$ cat config.mk
export PLATFORM = sky130hd
export DESIGN_NAME = fft_frame_ctrl
export DESIGN_NICKNAME = d
export VERILOG_FILES = /design/src/rtl/fft_pkg.sv /design/src/rtl/fft_skid_fifo.sv /design/src/rtl/fft_frame_ctrl.sv
export SDC_FILE = /design/constraint.sdc
export NUM_CORES = 1
export LEC_CHECK = 0
export CORE_UTILIZATION = 47
export DETAILED_ROUTE_END_ITERATION = 6
export GPL_TIMING_DRIVEN = 0
export HOLD_SLACK_MARGIN = 0.15
export PLACE_DENSITY = 0.79
export RECOVER_POWER = 25
export SLEW_MARGIN = 15
export SYNTH_ARGS = -nofsm -noshare
export SYNTH_HDL_FRONTEND = slang
export SYNTH_SLANG_ARGS = --single-unit
$ cat constraint.sdc
create_clock -name clk -period 5.25 [get_ports clk]
set_clock_uncertainty 0.15 [all_clocks]
set_input_delay 1.575 -clock clk [delete_from_list [all_inputs] [get_ports clk]]
set_output_delay 1.575 -clock clk [all_outputs]
set_load 0.05 [all_outputs]
$ cat src/rtl/fft_pkg.sv
// Shared types and defaults for the FFT frame sequencer.
// - state_e : sequencer states (sample load, core start, wait for core, result unload)
// - cplx_t  : one complex sample at the default component width
// - LOG2_N_DEF / DATA_W_DEF : default frame size exponent and component width
package fft_pkg;

  localparam int LOG2_N_DEF = 6;
  localparam int DATA_W_DEF = 16;

  typedef enum logic [1:0] {
    LOAD   = 2'd0,
    START  = 2'd1,
    WAIT   = 2'd2,
    UNLOAD = 2'd3
  } state_e;

  // "real" is a reserved word, hence re/im.
  typedef struct packed {
    logic signed [DATA_W_DEF-1:0] re;
    logic signed [DATA_W_DEF-1:0] im;
  } cplx_t;

endpackage

$ cat src/rtl/fft_skid_fifo.sv
// Two-entry FIFO holding {last, re, im} words returned by the FFT core.
// Ports:
//   clk, rst_n     : clock, asynchronous active-low reset
//   push/push_data : write strobe and word (refused when full; the caller never does this)
//   pop            : remove the head word (ignored when empty)
//   occ            : number of stored words, 0..2
//   head           : oldest stored word, stable until popped
module fft_skid_fifo
  import fft_pkg::*;
#(
  parameter int W = 2 * DATA_W_DEF + 1
) (
  input  logic         clk,
  input  logic         rst_n,
  input  logic         push,
  input  logic [W-1:0] push_data,
  input  logic         pop,
  output logic [1:0]   occ,
  output logic [W-1:0] head
);

  logic [W-1:0] ent0_q, ent0_d;
  logic [W-1:0] ent1_q, ent1_d;
  logic [1:0]   occ_q, occ_d;

  // Next-state for the two storage slots; slot 0 is always the head.
  always_comb begin
    ent0_d = ent0_q;
    ent1_d = ent1_q;
    occ_d  = occ_q;
    case ({push, pop})
      2'b10: begin
        if (occ_q == 2'd0) begin
          ent0_d = push_data;
          occ_d  = 2'd1;
        end else if (occ_q == 2'd1) begin
          ent1_d = push_data;
          occ_d  = 2'd2;
        end else begin
          occ_d = occ_q;
        end
      end
      2'b01: begin
        if (occ_q != 2'd0) begin
          ent0_d = ent1_q;
          occ_d  = occ_q - 2'd1;
        end else begin
          occ_d = occ_q;
        end
      end
      2'b11: begin
        if (occ_q == 2'd2) begin
          ent0_d = ent1_q;
          ent1_d = push_data;
        end else begin
          // Empty or single entry: the pushed word becomes the head.
          ent0_d = push_data;
          occ_d  = 2'd1;
        end
      end
      default: begin
        occ_d = occ_q;
      end
    endcase
  end

  // Storage and occupancy registers.
  always_ff @(posedge clk or negedge rst_n) begin
    if (!rst_n) begin
      ent0_q <= {W{1'b0}};
      ent1_q <= {W{1'b0}};
      occ_q  <= 2'd0;
    end else begin
      ent0_q <= ent0_d;
      ent1_q <= ent1_d;
      occ_q  <= occ_d;
    end
  end

  assign occ  = occ_q;
  assign head = ent0_q;

endmodule

$ cat src/rtl/fft_frame_ctrl.sv
// Frame sequencer for the FFT core: loads N input samples into core memory,
// pulses core_start, waits for core_done (bounded), then streams N results out.
// Ports:
//   clk, rst_n                       : clock, asynchronous active-low reset
//   s_valid/s_ready/s_last/s_real/s_imag : input sample stream
//   core_wr_*                        : core memory write port (combinational from handshake)
//   core_start / core_done           : core control pulses
//   core_rd_en/core_rd_addr, core_rd_real/imag : core memory read port, 1-cycle latency
//   m_valid/m_ready/m_last/m_real/m_imag : output sample stream
//   err_short/err_long/err_timeout   : single-cycle registered error pulses
//   frame_cnt                        : completed output frames, wraps at 2**16
module fft_frame_ctrl
  import fft_pkg::*;
#(
  parameter int LOG2_N      = LOG2_N_DEF,
  parameter int DATA_W      = DATA_W_DEF,
  parameter int TIMEOUT_CYC = 4096
) (
  input  logic                     clk,
  input  logic                     rst_n,
  input  logic                     s_valid,
  output logic                     s_ready,
  input  logic                     s_last,
  input  logic signed [DATA_W-1:0] s_real,
  input  logic signed [DATA_W-1:0] s_imag,
  output logic                     core_wr_en,
  output logic [LOG2_N-1:0]        core_wr_addr,
  output logic signed [DATA_W-1:0] core_wr_real,
  output logic signed [DATA_W-1:0] core_wr_imag,
  output logic                     core_start,
  input  logic                     core_done,
  output logic                     core_rd_en,
  output logic [LOG2_N-1:0]        core_rd_addr,
  input  logic signed [DATA_W-1:0] core_rd_real,
  input  logic signed [DATA_W-1:0] core_rd_imag,
  output logic                     m_valid,
  input  logic                     m_ready,
  output logic                     m_last,
  output logic signed [DATA_W-1:0] m_real,
  output logic signed [DATA_W-1:0] m_imag,
  output logic                     err_short,
  output logic                     err_long,
  output logic                     err_timeout,
  output logic [15:0]              frame_cnt
);

  localparam int                TCNT_W   = (TIMEOUT_CYC > 2) ? $clog2(TIMEOUT_CYC) : 1;
  localparam logic [LOG2_N-1:0] LAST_IDX = LOG2_N'((1 << LOG2_N) - 1);
  localparam logic [TCNT_W-1:0] TO_LAST  = TCNT_W'(TIMEOUT_CYC - 1);
  localparam int                FW       = 2 * DATA_W + 1;

  state_e              state_q, state_d;
  logic [LOG2_N-1:0]   widx_q, widx_d;
  // One extra bit: ridx == N means every read has been issued.
  logic [LOG2_N:0]     ridx_q, ridx_d;
  logic [TCNT_W-1:0]   tcnt_q, tcnt_d;
  logic [15:0]         frame_cnt_q, frame_cnt_d;
  logic                err_short_q, err_short_d;
  logic                err_long_q, err_long_d;
  logic                err_timeout_q, err_timeout_d;
  logic                inflight_q, inflight_last_q;

  logic                s_hs_s;
  logic                rd_en_s;
  logic                pop_s;
  logic [1:0]          fifo_occ_s;
  logic [FW-1:0]       head_s;
  logic [2:0]          fill_s;
  logic                space_s;

  // The sample port stays closed while reset is asserted so no write strobe escapes.
  assign s_ready      = rst_n & (state_q == LOAD);
  assign s_hs_s       = s_valid & s_ready;
  assign core_wr_en   = s_hs_s;
  assign core_wr_addr = widx_q;
  assign core_wr_real = s_real;
  assign core_wr_imag = s_imag;
  assign core_start   = (state_q == START);
  assign core_rd_en   = rd_en_s;
  assign core_rd_addr = ridx_q[LOG2_N-1:0];

  assign m_valid = (fifo_occ_s != 2'd0);
  assign m_last  = head_s[FW-1];
  assign m_real  = head_s[2*DATA_W-1:DATA_W];
  assign m_imag  = head_s[DATA_W-1:0];
  assign pop_s   = m_valid & m_ready;

  // Words stored plus the read still in flight, after this cycle's pop, must leave
  // room for one more so the FIFO can never overflow.
  assign fill_s  = {1'b0, fifo_occ_s} + {2'b00, inflight_q} - {2'b00, pop_s};
  assign space_s = (fill_s < 3'd2);

  // Next-state and control decode for the frame sequencer.
  always_comb begin
    state_d       = state_q;
    widx_d        = widx_q;
    ridx_d        = ridx_q;
    tcnt_d        = tcnt_q;
    frame_cnt_d   = frame_cnt_q;
    err_short_d   = 1'b0;
    err_long_d    = 1'b0;
    err_timeout_d = 1'b0;
    rd_en_s       = 1'b0;
    case (state_q)
      LOAD: begin
        if (s_hs_s) begin
          if (widx_q == LAST_IDX) begin
            state_d    = START;
            widx_d     = {LOG2_N{1'b0}};
            err_long_d = ~s_last;
          end else if (s_last) begin
            err_short_d = 1'b1;
            widx_d      = {LOG2_N{1'b0}};
          end else begin
            widx_d = widx_q + LOG2_N'(1);
          end
        end else begin
          widx_d = widx_q;
        end
      end
      START: begin
        state_d = WAIT;
        tcnt_d  = {TCNT_W{1'b0}};
      end
      WAIT: begin
        if (core_done) begin
          state_d = UNLOAD;
          ridx_d  = {(LOG2_N + 1){1'b0}};
        end else if (tcnt_q == TO_LAST) begin
          err_timeout_d = 1'b1;
          state_d       = LOAD;
          widx_d        = {LOG2_N{1'b0}};
        end else begin
          tcnt_d = tcnt_q + TCNT_W'(1);
        end
      end
      UNLOAD: begin
        if (!ridx_q[LOG2_N] && space_s) begin
          rd_en_s = 1'b1;
          ridx_d  = ridx_q + (LOG2_N + 1)'(1);
        end else begin
          rd_en_s = 1'b0;
        end
        if (pop_s && m_last) begin
          frame_cnt_d = frame_cnt_q + 16'd1;
          state_d     = LOAD;
          widx_d      = {LOG2_N{1'b0}};
        end else begin
          frame_cnt_d = frame_cnt_q;
        end
      end
      default: begin
        state_d = LOAD;
      end
    endcase
  end

  // Sequencer state, indices, counters, error pulses and read-in-flight tracking.
  always_ff @(posedge clk or negedge rst_n) begin
    if (!rst_n) begin
      state_q         <= LOAD;
      widx_q          <= {LOG2_N{1'b0}};
      ridx_q          <= {(LOG2_N + 1){1'b0}};
      tcnt_q          <= {TCNT_W{1'b0}};
      frame_cnt_q     <= 16'd0;
      err_short_q     <= 1'b0;
      err_long_q      <= 1'b0;
      err_timeout_q   <= 1'b0;
      inflight_q      <= 1'b0;
      inflight_last_q <= 1'b0;
    end else begin
      state_q         <= state_d;
      widx_q          <= widx_d;
      ridx_q          <= ridx_d;
      tcnt_q          <= tcnt_d;
      frame_cnt_q     <= frame_cnt_d;
      err_short_q     <= err_short_d;
      err_long_q      <= err_long_d;
      err_timeout_q   <= err_timeout_d;
      inflight_q      <= rd_en_s;
      inflight_last_q <= rd_en_s & (ridx_q[LOG2_N-1:0] == LAST_IDX);
    end
  end

  fft_skid_fifo #(
    .W(FW)
  ) u_fifo (
    .clk       (clk),
    .rst_n     (rst_n),
    .push      (inflight_q),
    .push_data ({inflight_last_q, core_rd_real, core_rd_imag}),
    .pop       (pop_s),
    .occ       (fifo_occ_s),
    .head      (head_s)
  );

  assign err_short   = err_short_q;
  assign err_long    = err_long_q;
  assign err_timeout = err_timeout_q;
  assign frame_cnt   = frame_cnt_q;

endmodule
==> results.md, run 1 <==
* Outcome: finished, final reports clean
* Gate count after technology mapping at 548
* DIE AREA at 13,300 sq um
* CP required at 3.53 ns
* Cell Chain, Critical Path: buf_6 > nand2b_1 > nor2_1 > o21ai_0 > fa_1 > nand3b_1 > nor2_4 > buf_2
* Non-Filler Instances at 890
* CTS Buf Count at 17
* Post-route cell area at 8200 sq um
* Final Hold Fails at 0
* Vias in the first global route at 4,712
* R2R setup slack at 1.86 ns
* Post-Route WL at 13,200 um
* YS warnings at 0
* Die Span Y at 115 um
* Share of cells above drive strength 1 at 0.185
* Initial antenna violation count at 0
* GRT Overall Usage at 0.210
* Initial Util at 0.480
* Ys flop type: dfrtp_1
* Synth Area in XOR/XNOR at 0.0259
* Post-synth top area cell: dfrtp_1
* Slowest stage delay, CP at 0.51 ns
* Placer congestion estimate at 0.876
* Top-area cell type share of the netlist area at 0.482
* Number of synthesized flops with an enable pin at 0
* Unrepaired setup endpoints after global routing: false
* Post-synth ARST share at 1.00
* Via count at 4,696
* Slowest stage cell, crit path: fa_1
* Worst VDD drop at 0.342 mV
* CTS root buf: clkbuf_16
* Antenna-violating nets left at 0
* Worst hold start: u_fifo.head[9]$_DFFE_PN0P_
* Rows at 41
* Fmax achieved at 199 MHz
* CTS tree: yes
* Crit path arrival time at 3.31 ns
* Family with the most delay on the worst path: simple AND/OR/NAND/NOR gates
* Setup CP Type: input port to output pin
* Synth Area in Simple Gates at 0.141
* Worst skew pair latency at 0.41 ns
* H-tree depth at 4
* Synthesized area per cell at 11.0 sq um
* Largest family of logic cells by synthesized area: simple AND/OR/NAND/NOR gates
* Worst Hold Depth at 2
* Dpl cells at 858
* Drt drc at 0
* Max-cap viol count at 0
* Max Buffers Root-to-Sink at 2
* Synth Net Count at 631
* Initial DRT Pass Iterations at 4
* Pleak at 3.69 nW
* Final period util at 0.959
* Adder-cell share of the synthesized area at 0.0282
* Reg2Reg Launch Point: u_fifo.occ[1]$_DFFE_PN0P_
* Core region area at 12,600 sq um
* CP endpoint kind: output pin
* Area grow syn2layout at 36.0%
* Synth Cell Area at 6030 sq um
* Fin. max-slew vios at 0
* Buf/Inv on CP at 2
* Pin count of the biggest net entering global routing at 62
* Critical path peak fanout at 10
* Post-DP HPWL at 9710 um
* Mux contribution to synthesized area at 0.141
* Slew of the pin with the lowest slew margin at 0.552 ns
* First-pass GRT wire length at 21,700 um
* Final min period at 5.03 ns
* Vias per cell at 5.28
* Placed Area at 7640 sq um
* Final setup fails at 0
* # port buffers at 137
* Total I/O pin count at 171
* Cell variety after synth at 62
* Nets at 789
* Sequential share of the synthesized area at 0.482
* Avg WL per Cell at 14.8 um
* Reg clk slew, reported paths at 0.05 ns
* Reg-to-Reg End: ridx_q[3]$_DFFE_PN0P_
* Yosys reg bits at 116
* Cell Pwr Density at 529 nW/um^2
* Worst Setup Start Kind: input port
* Antenna Cells at 0
* Grt total ovfl at 0
* Max_slew headroom at 0.631
* Total power at 4.33 mW
* Worst r2r path cells at 11
* TritonCTS Sinks at 116
* Starting DRT DRC Count at 302
* Die X-Extent at 115 um
* Compound-Gate Fraction of Synth Area at 0.0982
* Endpoint, Worst Hold: u_fifo.head[9]$_DFFE_PN0P_
* Worst Hold Class: register to register
* Synth top area cells: dfrtp_1 (48%), mux2i_1 (6.6%), mux2_2 (6.2%)
registers in the layout (all words and copies together) (netlist names):
register and count:
frame_cnt 16, u_fifo.head 33, err_short 1, err_timeout 1, tcnt_q 12, ridx_q 7, inflight_q 1, state_q 2
core_wr_addr 6, u_fifo.occ 2, u_fifo.ent1_q 33, err_long 1, inflight_last_q 1
synthesized netlist by cell type (2+ instances only):
cell type / number
a211oi_1: 4
a21o_1: 2
a21oi_1: 10
a221o_1: 2
a31oi_1: 2
and2_1: 4
and3_1: 9
and4_1: 3
and4_4: 2
buf_2: 7
buf_4: 39
buf_6: 11
clkbuf_1: 6
dfrtp_1: 116
ha_1: 12
inv_1: 8
mux2_1: 3
mux2_2: 33
mux2_4: 3
mux2i_1: 40
nand2_1: 59
nand2b_1: 5
nand3_1: 20
nand3b_1: 2
nand4_1: 12
nand4b_1: 2
nor2_1: 14
nor2b_1: 5
nor3_1: 6
nor3b_1: 3
nor4_1: 3
nor4b_1: 2
o211ai_1: 3
o21ai_0: 46
o31ai_1: 5
o41ai_1: 2
or3_1: 2
or4_1: 3
xnor2_1: 11
xor2_1: 5
cell type report:
cell class | count | area, sq um
buffer | 63 | 474
clock buffer | 26 | 489
clock inverter | 5 | 50.0
fill | 973 | 4370
inverter | 8 | 30.0
multi-input combinational | 361 | 2630
sequential | 116 | 2900
tap | 172 | 215
timing repair buffer | 139 | 1410
timing repair:
item	CTS	global route
setup endpoints to repair	1	3
buffers inserted	1	0
gates resized for setup	5	4
pin swaps	1	0
hold buffers	0	0
kinds of logic (layout without fill, tap and decap cells):
| kind of cell | after synthesis | in the layout |
|---|---|---|
| AO/OA/AOI/OAI | 89 | 89 |
| XOR/XNOR | 17 | 17 |
| adder cells (fa/ha/maj) | 13 | 13 |
| buffers and inverters | 71 | 241 |
| flip-flops | 116 | 116 |
| multiplexers | 79 | 79 |
| AND/OR/NAND/NOR | 163 | 163 |
report_power, final:
group | internal [mW] | switching [mW]
Combinational | 0.760 | 1.18
Sequential | 1.16 | 0.183
Clock | 0.680 | 0.363
Total | 2.60 | 1.73
cell usage in the layout (no fill, tap or decap), types with 9 or more instances in the layout:
cell	netlist	layout
a21oi_1	10	10
and3_1	9	9
buf_4	39	40
buf_6	11	11
clkbuf_1	6	12
clkbuf_16	0	17
clkdlybuf4s50_1	0	134
dfrtp_1	116	116
ha_1	12	12
mux2_2	33	33
mux2i_1	40	40
nand2_1	59	59
nand3_1	20	20
nand4_1	12	12
nor2_1	14	14
o21ai_0	46	46
xnor2_1	11	11
how the worst max path moves through the flow:
stage | to | startpoint | depth (start not counted)
3_5_place_dp | core_rd_en | m_ready | 8
2_1_floorplan | core_rd_en | m_ready | 7
3_3_place_gp | core_wr_en | rst_n | 3
4_1_cts | core_wr_en | rst_n | 4
5_1_grt | core_rd_en | m_ready | 8
6_report | core_rd_en | m_ready | 8
metrics by stage:
| step | util | worst slack, ns | hold WS (ns) | setup TNS, ns |
|---|---|---|---|---|
| 2_1_floorplan | - | 0.167 | 0.308 | 0 |
| 3_3_place_gp | 0.606 | -3.75 | 0.308 | -252.07 |
| 3_5_place_dp | 0.608 | -0.615 | 0.321 | -0.615 |
| 4_1_cts | 0.652 | 0.0156 | 0.332 | 0 |
| 5_1_grt | 0.652 | 0.0555 | 0.347 | 0 |
| 6_report | 0.652 | 0.217 | 0.329 | 0 |
worst min-delay path, stage by stage (launching register included):
cell,delay [ns]
dfrtp_1,0.33
nand2_1,0.04
o21ai_0,0.06
per-layer routing:
metal / vias up / global-route usage / part of all wire
met2: 144 / 0.351 / 0.50
met4: 0 / 0.0831 / 0.0079
li1: 2237 / - / -
met5: - / 0 / 0
met3: 12 / 0.0548 / 0.052
met1: 2303 / 0.260 / 0.44
Note: power is estimated with default switching activity, not from simulation.
==> inputs of run 2 (changes only) <==
clock period = 5.8 ns   (was 5.25 ns; I/O delays follow)
==> run 2 against run 1 <==
Against the previous run: wire length is essentially flat; combinational power shrank 9%; via count grew 0.72%; worst setup slack gained 0.064 ns; highest routed layer unchanged.
==> results.md, run 2 (synthesis gave the netlist of run 1 again) <==
* Max Buffers Root-to-Sink at 2 (unchanged)
* Placed Area at 7640 sq um (unchanged)
* Placer congestion estimate at 0.876 (unchanged)
* Internal at 2.36 mW (was 2.60 mW)
* CTS tree: yes (unchanged)
* Cell Pwr Density at 479 nW/um^2 (was 529 nW/um^2)
* # port buffers at 137 (unchanged)
* Antenna Cells at 0 (unchanged)
* Avg WL per Cell at 14.8 um (about the same)
* Final period util at 0.952
* Sw frac at 0.399 (about the same)
* CTS root buf: clkbuf_16 (unchanged)
* Share of power burned in registers at 0.310 (was 0.311)
* Pin count of the biggest net entering global routing at 62 (unchanged)
* Logic gate share of total power at 0.449 (was 0.448)
* Post-Route WL at 13,200 um (about the same)
* Most frequent cells in the layout: clkdlybuf4s50_1 (135), dfrtp_1 (116), nand2_1 (59) (was clkdlybuf4s50_1 (134), dfrtp_1 (116), nand2_1 (59))
* Outcome: finished, final reports clean (unchanged)
* GRT Overall Usage at 0.210 (about the same)
* Total I/O pin count at 171 (unchanged)
* Final setup fails at 0 (unchanged)
* Vias in the first global route at 4,713 (was 4,712)
* Area grow syn2layout at 36.2% (was 36.0%)
* Setup CP Type: input port to output pin (unchanged)
* TritonCTS Sinks at 116 (unchanged)
* Clk pwr share at 0.241 (about the same)
* Rows at 41 (unchanged)
* Max_slew headroom at 0.620 (was 0.631)
* Antenna-violating nets left at 0 (unchanged)
* Core region area at 12,600 sq um (unchanged)
* Share of cells above drive strength 1 at 0.188 (was 0.185)
* Pleak at 3.68 nW (was 3.69 nW)
* Max-cap viol count at 0 (unchanged)
* Die Span Y at 115 um (unchanged)
* Grt total ovfl at 0 (unchanged)
* Setup ws final at 0.281 ns (was 0.217 ns)
* Post-route cell area at 8210 sq um (was 8200 sq um)
* Fin. max-slew vios at 0 (unchanged)
* Worst Setup Start Kind: input port (unchanged)
* Nets at 791 (was 789)
* CP required at 3.91 ns (was 3.53 ns)
* Initial Util at 0.480 (unchanged)
* CP endpoint kind: output pin (unchanged)
* Reg clk slew, reported paths at 0.05 ns (about the same)
* Fmax achieved at 181 MHz
* Unrepaired setup endpoints after global routing: false (unchanged)
* Initial antenna violation count at 0 (unchanged)
* DIE AREA at 13,300 sq um (unchanged)
* FILL cells at 969 (was 973)
* Worst skew pair latency at 0.41 ns (about the same)
* Starting DRT DRC Count at 265 (was 302)
* H-tree depth at 4 (unchanged)
* CTS Hold Bufs at 0 (unchanged)
* Worst Hold Class: register to register (unchanged)
* CTS Buf Count at 17 (unchanged)
* Crit path arrival time at 3.63 ns (was 3.31 ns)
* Psw at 1.57 mW (was 1.73 mW)
* Die X-Extent at 115 um (unchanged)
* Final Hold Fails at 0 (unchanged)
* Drt drc at 0 (unchanged)
* First-pass GRT wire length at 21,700 um (unchanged)
* Most common cell after layout, fill and taps aside: clkdlybuf4s50_1 (unchanged)
* Final min period at 5.52 ns
* Post-DP HPWL at 9710 um (unchanged)
* Critical path peak fanout at 61 (was 10)
* Via count at 4,730 (was 4,696)
* Slew of the pin with the lowest slew margin at 0.570 ns (was 0.552 ns)
* Initial DRT Pass Iterations at 4 (unchanged)
* Vias per cell at 5.30 (was 5.28)
* Worst slack, placed at -0.395 ns (was -0.615 ns)
* Worst VDD drop at 0.309 mV (was 0.342 mV)
run 2: stage by stage:
| step | util | std cells | TNS [ns] | hold slack (ns) | total power [mW] |
|---|---|---|---|---|---|
| 2_1_floorplan | - | 548 | 0 | 0.308 | 2.45 |
| 3_3_place_gp | 0.606 | 857 | -202.90 | 0.308 | 2.92 |
| 3_5_place_dp | 0.608 | 858 | -0.395 | 0.321 | 2.99 |
| 4_1_cts | 0.651 | 889 | 0 | 0.332 | 3.94 |
| 5_1_grt | 0.653 | 892 | 0 | 0.347 | 4.14 |
| 6_report | 0.653 | 892 | 0 | 0.329 | 3.93 |
run 2: power by group through the flow:
stage                     clock (mW)  sequential (mW)  combinational (mW)
after floorplan                    0             1.56               0.896
after global placement             0             1.21                1.71
after detailed placement           0             1.23                1.76
after CTS                      0.961             1.22                1.77
after global routing           0.999             1.25                1.89
final                          0.947             1.22                1.77
run 2: area by class of cell:
type | count | area [sq um] | share of cell area
timing repair buffer | 141 | 1420 | 0.173
sequential | 116 | 2900 | 0.354
buffer | 63 | 474 | 0.0578
clock buffer | 26 | 489 | 0.0596
inverter | 8 | 30.0 | 0.00366
multi-input combinational | 361 | 2630 | 0.320
tap | 172 | 215 | 0.0262
clock inverter | 5 | 50.0 | 0.00610
run 2: worst paths after layout:
path                            slack [ns]                       start                            end  cells after the start
worst max-delay path                  0.28                       rst_n                     core_wr_en                      4
worst min-delay path                  0.33  u_fifo.head[9]$_DFFE_PN0P_     u_fifo.head[9]$_DFFE_PN0P_                      2
worst max register to register        2.42   u_fifo.occ[1]$_DFFE_PN0P_          ridx_q[3]$_DFFE_PN0P_                     11
worst min register to register        0.33  u_fifo.head[9]$_DFFE_PN0P_     u_fifo.head[9]$_DFFE_PN0P_                      2
max in group asynchronous             3.65                       rst_n          ridx_q[1]$_DFFE_PN0P_                      2
min in group asynchronous             1.17                       rst_n  u_fifo.ent1_q[12]$_DFFE_PN0P_                      1
run 2: worst max-delay path, cell delays in order:
cell and delay (ns):
buf_6 0.44, buf_16 0.34, and3_1 0.25, clkdlybuf4s50_1 0.81
run 2: timing repair:
item                       4_1_cts  5_1_grt
setup endpoints to repair        1        1
pin swaps                        0        1
gates resized for setup          3        1
setup buffers                    0        3
run 2: per-layer routing:
layer | GRT usage | vias to the layer above | share of wire
met2 | 0.351 | 147 | 0.50
met1 | 0.260 | 2327 | 0.44
met5 | 0 | - | 0
met3 | 0.0548 | 15 | 0.052
li1 | - | 2241 | -
met4 | 0.0831 | 0 | 0.012
==> inputs of run 3 (changes only) <==
RECOVER_POWER = default   (was 25)
==> results of run 3 <==
The final DEF is identical to that of run 2; final timing and power are the same.
